$ cat src/rtl/bcd_timer_pkg.sv
// Shared types and constants for the BCD mm:ss timer.
// Optional lap/freeze feature of the top is enabled by BCD_TIMER_LAP_EN.
package bcd_timer_pkg;

  typedef enum logic [1:0] {
    IDLE    = 2'd0,
    RUN     = 2'd1,
    PAUSE   = 2'd2,
    EXPIRED = 2'd3
  } state_t;

  typedef logic [3:0] bcd_digit_t;

  localparam bcd_digit_t SEC_TENS_MAX = 4'd5;
  localparam bcd_digit_t DIGIT_MAX    = 4'd9;

  function automatic bcd_digit_t sat_digit(input bcd_digit_t d, input bcd_digit_t mx);
    return (d > mx) ? mx : d;
  endfunction

endpackage

$ cat src/rtl/bcd_digit_counter.sv
// One BCD digit step: next value and carry/borrow for a ripple chain.
module bcd_digit_counter
  import bcd_timer_pkg::*;
(
  input  bcd_digit_t d,
  input  logic       en,
  input  logic       dn,
  input  bcd_digit_t dmax,
  output bcd_digit_t q,
  output logic       co
);

  logic at_lim;

  assign at_lim = dn ? (d == 4'd0) : (d == dmax);
  assign co     = en & at_lim;

  // At the limit the digit wraps: up to 0, down to dmax.
  always_comb begin
    q = d;
    if (en) begin
      if (dn) q = at_lim ? dmax : d - 4'd1;
      else    q = at_lim ? 4'd0 : d + 4'd1;
    end
  end

endmodule

$ cat src/rtl/bcd_mmss_timer.sv
// BCD mm:ss stopwatch/countdown timer fed by the prescaler tick.
// Define BCD_TIMER_LAP_EN to add the lap input and display freeze.
module bcd_mmss_timer
  import bcd_timer_pkg::*;
#(
  parameter int TICKS_PER_SEC = 2,
  parameter int MIN_MAX       = 59
) (
  input  logic       CLK1,
  input  logic       arst,
  input  logic       tick,
  input  logic       start,
  input  logic       clear,
  input  logic       down,
`ifdef BCD_TIMER_LAP_EN
  input  logic       lap,
`endif
  input  logic [7:0] preset_min,
  input  logic [7:0] preset_sec,
  output logic [7:0] min_bcd,
  output logic [7:0] sec_bcd,
  output logic       running,
  output logic       expired,
  output logic       sec_pulse
);

  localparam logic [7:0] PS_TOP  = 8'(TICKS_PER_SEC - 1);
  localparam bcd_digit_t MT_TENS = 4'(MIN_MAX / 10);
  localparam bcd_digit_t MT_ONES = 4'(MIN_MAX % 10);

  state_t           state, state_n;
  logic [7:0]       presc, presc_n;
  logic             mode_dn, mode_n;
  logic             start_q, start_edge;
  logic             step, frozen_n;
  bcd_digit_t [3:0] cnt, cnt_n, cnt_step, dmax, reload;
  logic       [4:0] cy;

  assign start_edge = start & ~start_q;

  // Preset sanitizing
  bcd_digit_t pm_t, pm_o, ps_t, ps_o;
  logic [6:0] pm_val;

  assign ps_o   = sat_digit(preset_sec[3:0], DIGIT_MAX);
  assign ps_t   = sat_digit(preset_sec[7:4], SEC_TENS_MAX);
  assign pm_o   = sat_digit(preset_min[3:0], DIGIT_MAX);
  assign pm_t   = sat_digit(preset_min[7:4], DIGIT_MAX);
  assign pm_val = 7'(pm_t) * 7'd10 + 7'(pm_o);

  always_comb begin
    reload = '0;
    if (down) begin
      if (pm_val > 7'(MIN_MAX)) reload = {MT_TENS, MT_ONES, ps_t, ps_o};
      else                      reload = {pm_t, pm_o, ps_t, ps_o};
    end
  end

  // Minutes-ones only caps below 9 on the top decade while counting up.
  assign dmax[0] = DIGIT_MAX;
  assign dmax[1] = SEC_TENS_MAX;
  assign dmax[2] = (mode_dn || cnt[3] != MT_TENS) ? DIGIT_MAX : MT_ONES;
  assign dmax[3] = MT_TENS;

  assign cy[0] = 1'b1;
  for (genvar i = 0; i < 4; i++) begin : g_dig
    bcd_digit_counter u_dig (
      .d    (cnt[i]),
      .en   (cy[i]),
      .dn   (mode_dn),
      .dmax (dmax[i]),
      .q    (cnt_step[i]),
      .co   (cy[i+1])
    );
  end

  always_comb begin
    state_n = state;
    cnt_n   = cnt;
    presc_n = presc;
    mode_n  = mode_dn;
    step    = 1'b0;
    if (clear) begin
      state_n = IDLE;
      cnt_n   = '0;
      presc_n = '0;
    end else begin
      case (state)
        IDLE: begin
          mode_n  = down;
          cnt_n   = reload;
          presc_n = '0;
          if (start_edge) state_n = (down && reload == '0) ? EXPIRED : RUN;
        end
        RUN: begin
          if (start_edge) state_n = PAUSE;
          else if (tick) begin
            if (presc == PS_TOP) begin
              presc_n = '0;
              cnt_n   = cnt_step;
              step    = 1'b1;
              // A borrow out of the top digit is treated as expiry too.
              if (mode_dn && (cnt_step == '0 || cy[4])) begin
                state_n = EXPIRED;
                cnt_n   = '0;
              end
            end else begin
              presc_n = presc + 8'd1;
            end
          end
        end
        PAUSE: if (start_edge) state_n = RUN;
        EXPIRED: cnt_n = '0;
        default: state_n = IDLE;
      endcase
    end
  end

`ifdef BCD_TIMER_LAP_EN
  logic lap_q, frozen;
  logic lap_edge;

  assign lap_edge = lap & ~lap_q;

  always_comb begin
    frozen_n = frozen;
    if (clear || state_n == EXPIRED) frozen_n = 1'b0;
    else if (lap_edge)               frozen_n = frozen ? 1'b0 : (state == RUN);
  end

  always_ff @(posedge CLK1) begin
    if (arst) begin
      lap_q  <= 1'b1;
      frozen <= 1'b0;
    end else begin
      lap_q  <= lap;
      frozen <= frozen_n;
    end
  end
`else
  assign frozen_n = 1'b0;
`endif

  always_ff @(posedge CLK1) begin
    if (arst) begin
      state     <= IDLE;
      cnt       <= '0;
      presc     <= '0;
      mode_dn   <= 1'b0;
      start_q   <= 1'b1;
      min_bcd   <= '0;
      sec_bcd   <= '0;
      running   <= 1'b0;
      expired   <= 1'b0;
      sec_pulse <= 1'b0;
    end else begin
      state     <= state_n;
      cnt       <= cnt_n;
      presc     <= presc_n;
      mode_dn   <= mode_n;
      start_q   <= start;
      running   <= (state_n == RUN);
      expired   <= (state_n == EXPIRED);
      sec_pulse <= step & ~frozen_n;
      if (!frozen_n) begin
        min_bcd <= {cnt_n[3], cnt_n[2]};
        sec_bcd <= {cnt_n[1], cnt_n[0]};
      end
    end
  end

endmodule

$ cat config.mk
export PLATFORM = sky130hd
export DESIGN_NAME = bcd_mmss_timer
export DESIGN_NICKNAME = d
export VERILOG_FILES = /design/src/rtl/bcd_timer_pkg.sv /design/src/rtl/bcd_digit_counter.sv /design/src/rtl/bcd_mmss_timer.sv
export SDC_FILE = /design/constraint.sdc
export NUM_CORES = 1
export LEC_CHECK = 0
export CORE_MARGIN = 3
export CORE_UTILIZATION = 45
export DETAILED_ROUTE_END_ITERATION = 7
export HOLD_SLACK_MARGIN = 0.03
export PLACE_DENSITY = 0.67
export SLEW_MARGIN = 5
export SYNTH_ARGS = -nofsm -noshare
export SYNTH_HDL_FRONTEND = slang
export SYNTH_HIERARCHICAL = 1
export SYNTH_SLANG_ARGS = --single-unit
$ cat constraint.sdc
create_clock -name CLK1 -period 5.1 [get_ports CLK1]
set_input_delay 1.02 -clock CLK1 [delete_from_list [all_inputs] [get_ports CLK1]]
set_output_delay 1.02 -clock CLK1 [all_outputs]
set_load 0.1 [all_outputs]
==> summary.txt <==
Clocking
  • Clk sinks: 31
  • Reg clk slew, reported paths: 0.07 ns
  • Skew-Pair Late Insertion Delay: 0.28 ns
  • Cts-stage hold buffer count: 0
  • Post-CTS Setup Bufs: 0
  • CTS Root Cell: clkbuf_8
  • Clock Tree Buf Depth: 2
  • Max H-tree Level: 2
  • CTS tree: yes
  • Post-CTS Resized: 0
  • CTS buffer count: 5

Setup path
  • Worst setup SP type: flop
  • Crit path DAT: 4.68 ns
  • R2r startpoint: sec_bcd[0]$_SDFFE_PP0P_
  • WS Path Type: reg2reg
  • Critical Path Fanout Max: 10
  • Worst setup path startpoint: sec_bcd[0]$_SDFFE_PP0P_
  • Element type at the critical path end: flop
  • Worst path required time: 5.31 ns

Floorplan
  • Core area: 0.00660 mm²
  • Die Ht: 89.9 µm
  • Rows: 29
  • Die Wd: 89.9 µm
  • Initial Util: 48.0%
  • Die area: 0.00809 mm²
  • # IOs: 41

Final layout
  • Ant. Diodes: 0
  • Layout cells sized above 1: 9.13%
  • Area grow syn2layout: 23.0%
  • Nets: 498
  • Core Util, Final: 59.1%

Routing
  • Per-cell routed wire length: 14.9 µm
  • Drt first pass iters: 5
  • # DRC: 0
  • Vias per cell: 5.78
  • DRT antenna net count: 0
  • Routed WL: 8.26 mm
  • Vias: 3194
  • DRT iter0 DRCs: 175

Logic synthesis
  • Post-synth EDFFs: 0
  • Adder-cell share of the synthesized area: 7.18%
  • Mux cell area share after synthesis: 4.58%
  • Post-Synthesis Cell Area: 0.00317 mm²
  • Asr flop ratio synth: 0%
  • Avg Cell Area, Syn: 8.15 µm²
  • Synth Area in Compound Gates: 27.5%
  • Synth warn: 6
  • Gate Count Post-Synth: 389
  • Main synth FF type: dfxtp_1
  • Post-Synth Simple-Gate Area: 28.9%
  • Synth unique cells: 58
  • Synth Area in XOR/XNOR: 7.85%
  • Main combinational cell family by area after synthesis: simple AND/OR/NAND/NOR gates
  • #FFs+latches synth: 31
  • Register area share after synthesis: 19.6%

Power and ir drop
  • Sw Share: 33.7%
  • P per Cell Area: 193 mW/mm²
  • Cell Int Power: 0.500 mW
  • Combinational share of power: 31.4%
  • VDD IR-drop max: 0.000139 V
  • Switch Pwr: 0.254 mW
  • Reg power frac: 34.9%
  • Leakage power: 1.46 nW
  • Clk network pwr share: 33.7%

STA
  • Final setup violation count: 0
  • Fin Clk Skew: 0.00889 ns
  • Actual slew at the worst max-slew pin: 0.972 ns
  • Tcrit/Tclk final: 87.5%
  • Max-slew violation count: 0
  • RSZ-0062 raised after global routing: no
  • Setup Total Neg Slack: 0 ns
  • Fmax: 0.224 GHz
  • Final Hold Vio Count: 0
  • Min Tclk post-route: 4.46 ns
  • Relative slew margins: 35.0%

Global routing
  • Met1 usage in global routing: 30.2%
  • Largest net degree at the start of global routing: 33
  • Met3 GRT Util: 3.01%
  • Gr ovfl total: 0
  • Initial antenna violation count: 0
  • First-pass GRT wire length: 14.0 mm
  • Most Crowded Layer GR: met2
  • Vias in the first global route: 2917
  • Met2 usage: 30.6%
  • Total GRT Usage: 20.2%

Flow run
  • Total of max-cap violations: 0

Placed design
  • I/O Buffers: 40
  • RePlAce Congestion: 0.888
  • DP Wirelength: 6.40 mm

Min path
  • HP Start: presc[1]$_SDFFE_PP0P_
  • Worst Hold Class: reg2reg

Outcome
  • Status: finished, final reports clean
## stage by stage
| step | instances | area [µm²] | hold WS [ns] | power (mW) | setup WS [ns] |
|---|---|---|---|---|---|
| after floorplan | 421 | 3290 | 0.496 | 0.441 | 0.187 |
| after global placement | 545 | 3780 | 0.522 | 0.500 | 0.808 |
| after detailed placement | 545 | 3780 | 0.526 | 0.503 | 0.690 |
| after CTS | 553 | 3900 | 0.546 | 0.755 | 0.651 |
| after global routing | 553 | 3900 | 0.593 | 0.792 | 0.167 |
| final | 553 | 3900 | 0.545 | 0.754 | 0.636 |
## final timing paths
kind / endpoint / slack (ns) / cells past startpoint
setup / recovery: min_bcd[7]$_SDFFE_PP0P_ / 0.64 / 18
hold / removal: presc[1]$_SDFFE_PP0P_ / 0.55 / 2
setup reg to reg: min_bcd[7]$_SDFFE_PP0P_ / 0.64 / 18
hold reg to reg: presc[1]$_SDFFE_PP0P_ / 0.55 / 2
## cells in the mapped netlist, drive strengths merged, types with 3 or more instances
library cell	instances	area share (%)
clkbuf	8	0.95
and2	3	0.59
nand2b	3	0.59
or2	4	0.79
a31oi	9	1.8
nand3	13	2.1
a21oi	18	3.0
or2b	4	0.95
nor2	34	4.0
nor4	11	4.1
a2111oi	3	1.8
o41ai	3	2.0
o21ai	22	3.5
a221o	4	1.3
or4	6	1.7
o221ai	4	1.1
nor3	10	1.6
buf	5	0.79
a211o	9	2.5
a221oi	4	1.1
a22o	4	1.1
xor2	17	5.6
ha	15	5.9
nor3b	9	2.1
xnor2	8	2.2
a22oi	5	1.2
mux2i	10	3.2
nor2b	10	2.0
o211ai	3	0.71
nor4b	6	1.7
o22ai	4	0.79
or3b	4	1.1
mux2	4	1.4
dfxtp	31	20
inv	21	2.5
nand4	5	0.99
o31ai	8	1.9
a31o	4	1.1
a32oi	5	1.4
nand2	22	2.6
## registers in the layout, indices dropped and copies added, names as in the netlist
register   count
sec_bcd        8
expired        1
mode_dn        1
state          2
start_q        1
running        1
presc          8
min_bcd        8
sec_pulse      1
## cells in the final DEF, fill, tap and decap left out, drive strengths merged, types with 5 or more instances in the layout
master         instances
nor2b                 10
conb                  34
a21oi                 18
nand4                  5
o21ai                 22
a32oi                  5
o31ai                  8
nand3                 13
mux2i                 10
xor2                  17
or4                    6
a31oi                  9
a211o                  9
clkdlybuf4s50         40
nor4                  11
nor3b                  9
xnor2                  8
dfxtp                 31
ha                    15
inv                   21
a22oi                  5
nor4b                  6
nand2                 22
nor2                  34
nor3                  10
clkbuf                 6
## logic make-up after synthesis
| group | after synthesis |
|---|---|
| AO/OA/AOI/OAI | 114 |
| XOR/XNOR | 25 |
| adder cells (fa/ha/maj) | 17 |
| buffers and inverters | 34 |
| flip-flops | 31 |
| multiplexers | 14 |
| other | 2 |
| AND/OR/NAND/NOR | 152 |
## area by class of cell
class                           instances  area, µm²
Fill cell                             614       2700
Multi-Input combinational cell        356       2540
Sequential cell                        31        621
Timing Repair Buffer                   44        430
Tap cell                               93        116
Clock buffer                            6       82.6
Inverter                               21       78.8
Clock inverter                          2       35.0
## worst max-delay path: stages (launching register included)
cell       delay, ns
dfxtp_1         0.40
inv_1           0.17
ha_1            0.25
nor3b_1         0.45
mux2i_1         0.14
nor2b_1         0.13
buf_4           0.16
nor2b_1         0.14
buf_4           0.18
nor2b_1         0.16
buf_4           0.18
nand2_1         0.12
nor4_1          0.33
a221o_1         0.19
or4_1           0.18
nor4_1          0.08
a2111oi_2       0.79
a32oi_1         0.22
o21ai_0         0.11
## routing by layer
layer	up-vias	wire length, µm
met1	1470	4040
met3	11	558
met4	0	88
met2	124	3570
li1	1589	-
met5	-	0
## power by group through the flow
stage	sequential, mW	combinational (mW)	clock (mW)
after detailed placement	0.268	0.235	0
after global routing	0.264	0.260	0.268
final	0.263	0.237	0.254
after global placement	0.268	0.232	0
after CTS	0.262	0.236	0.257
after floorplan	0.299	0.142	0
(Power assumes the default switching activity.)
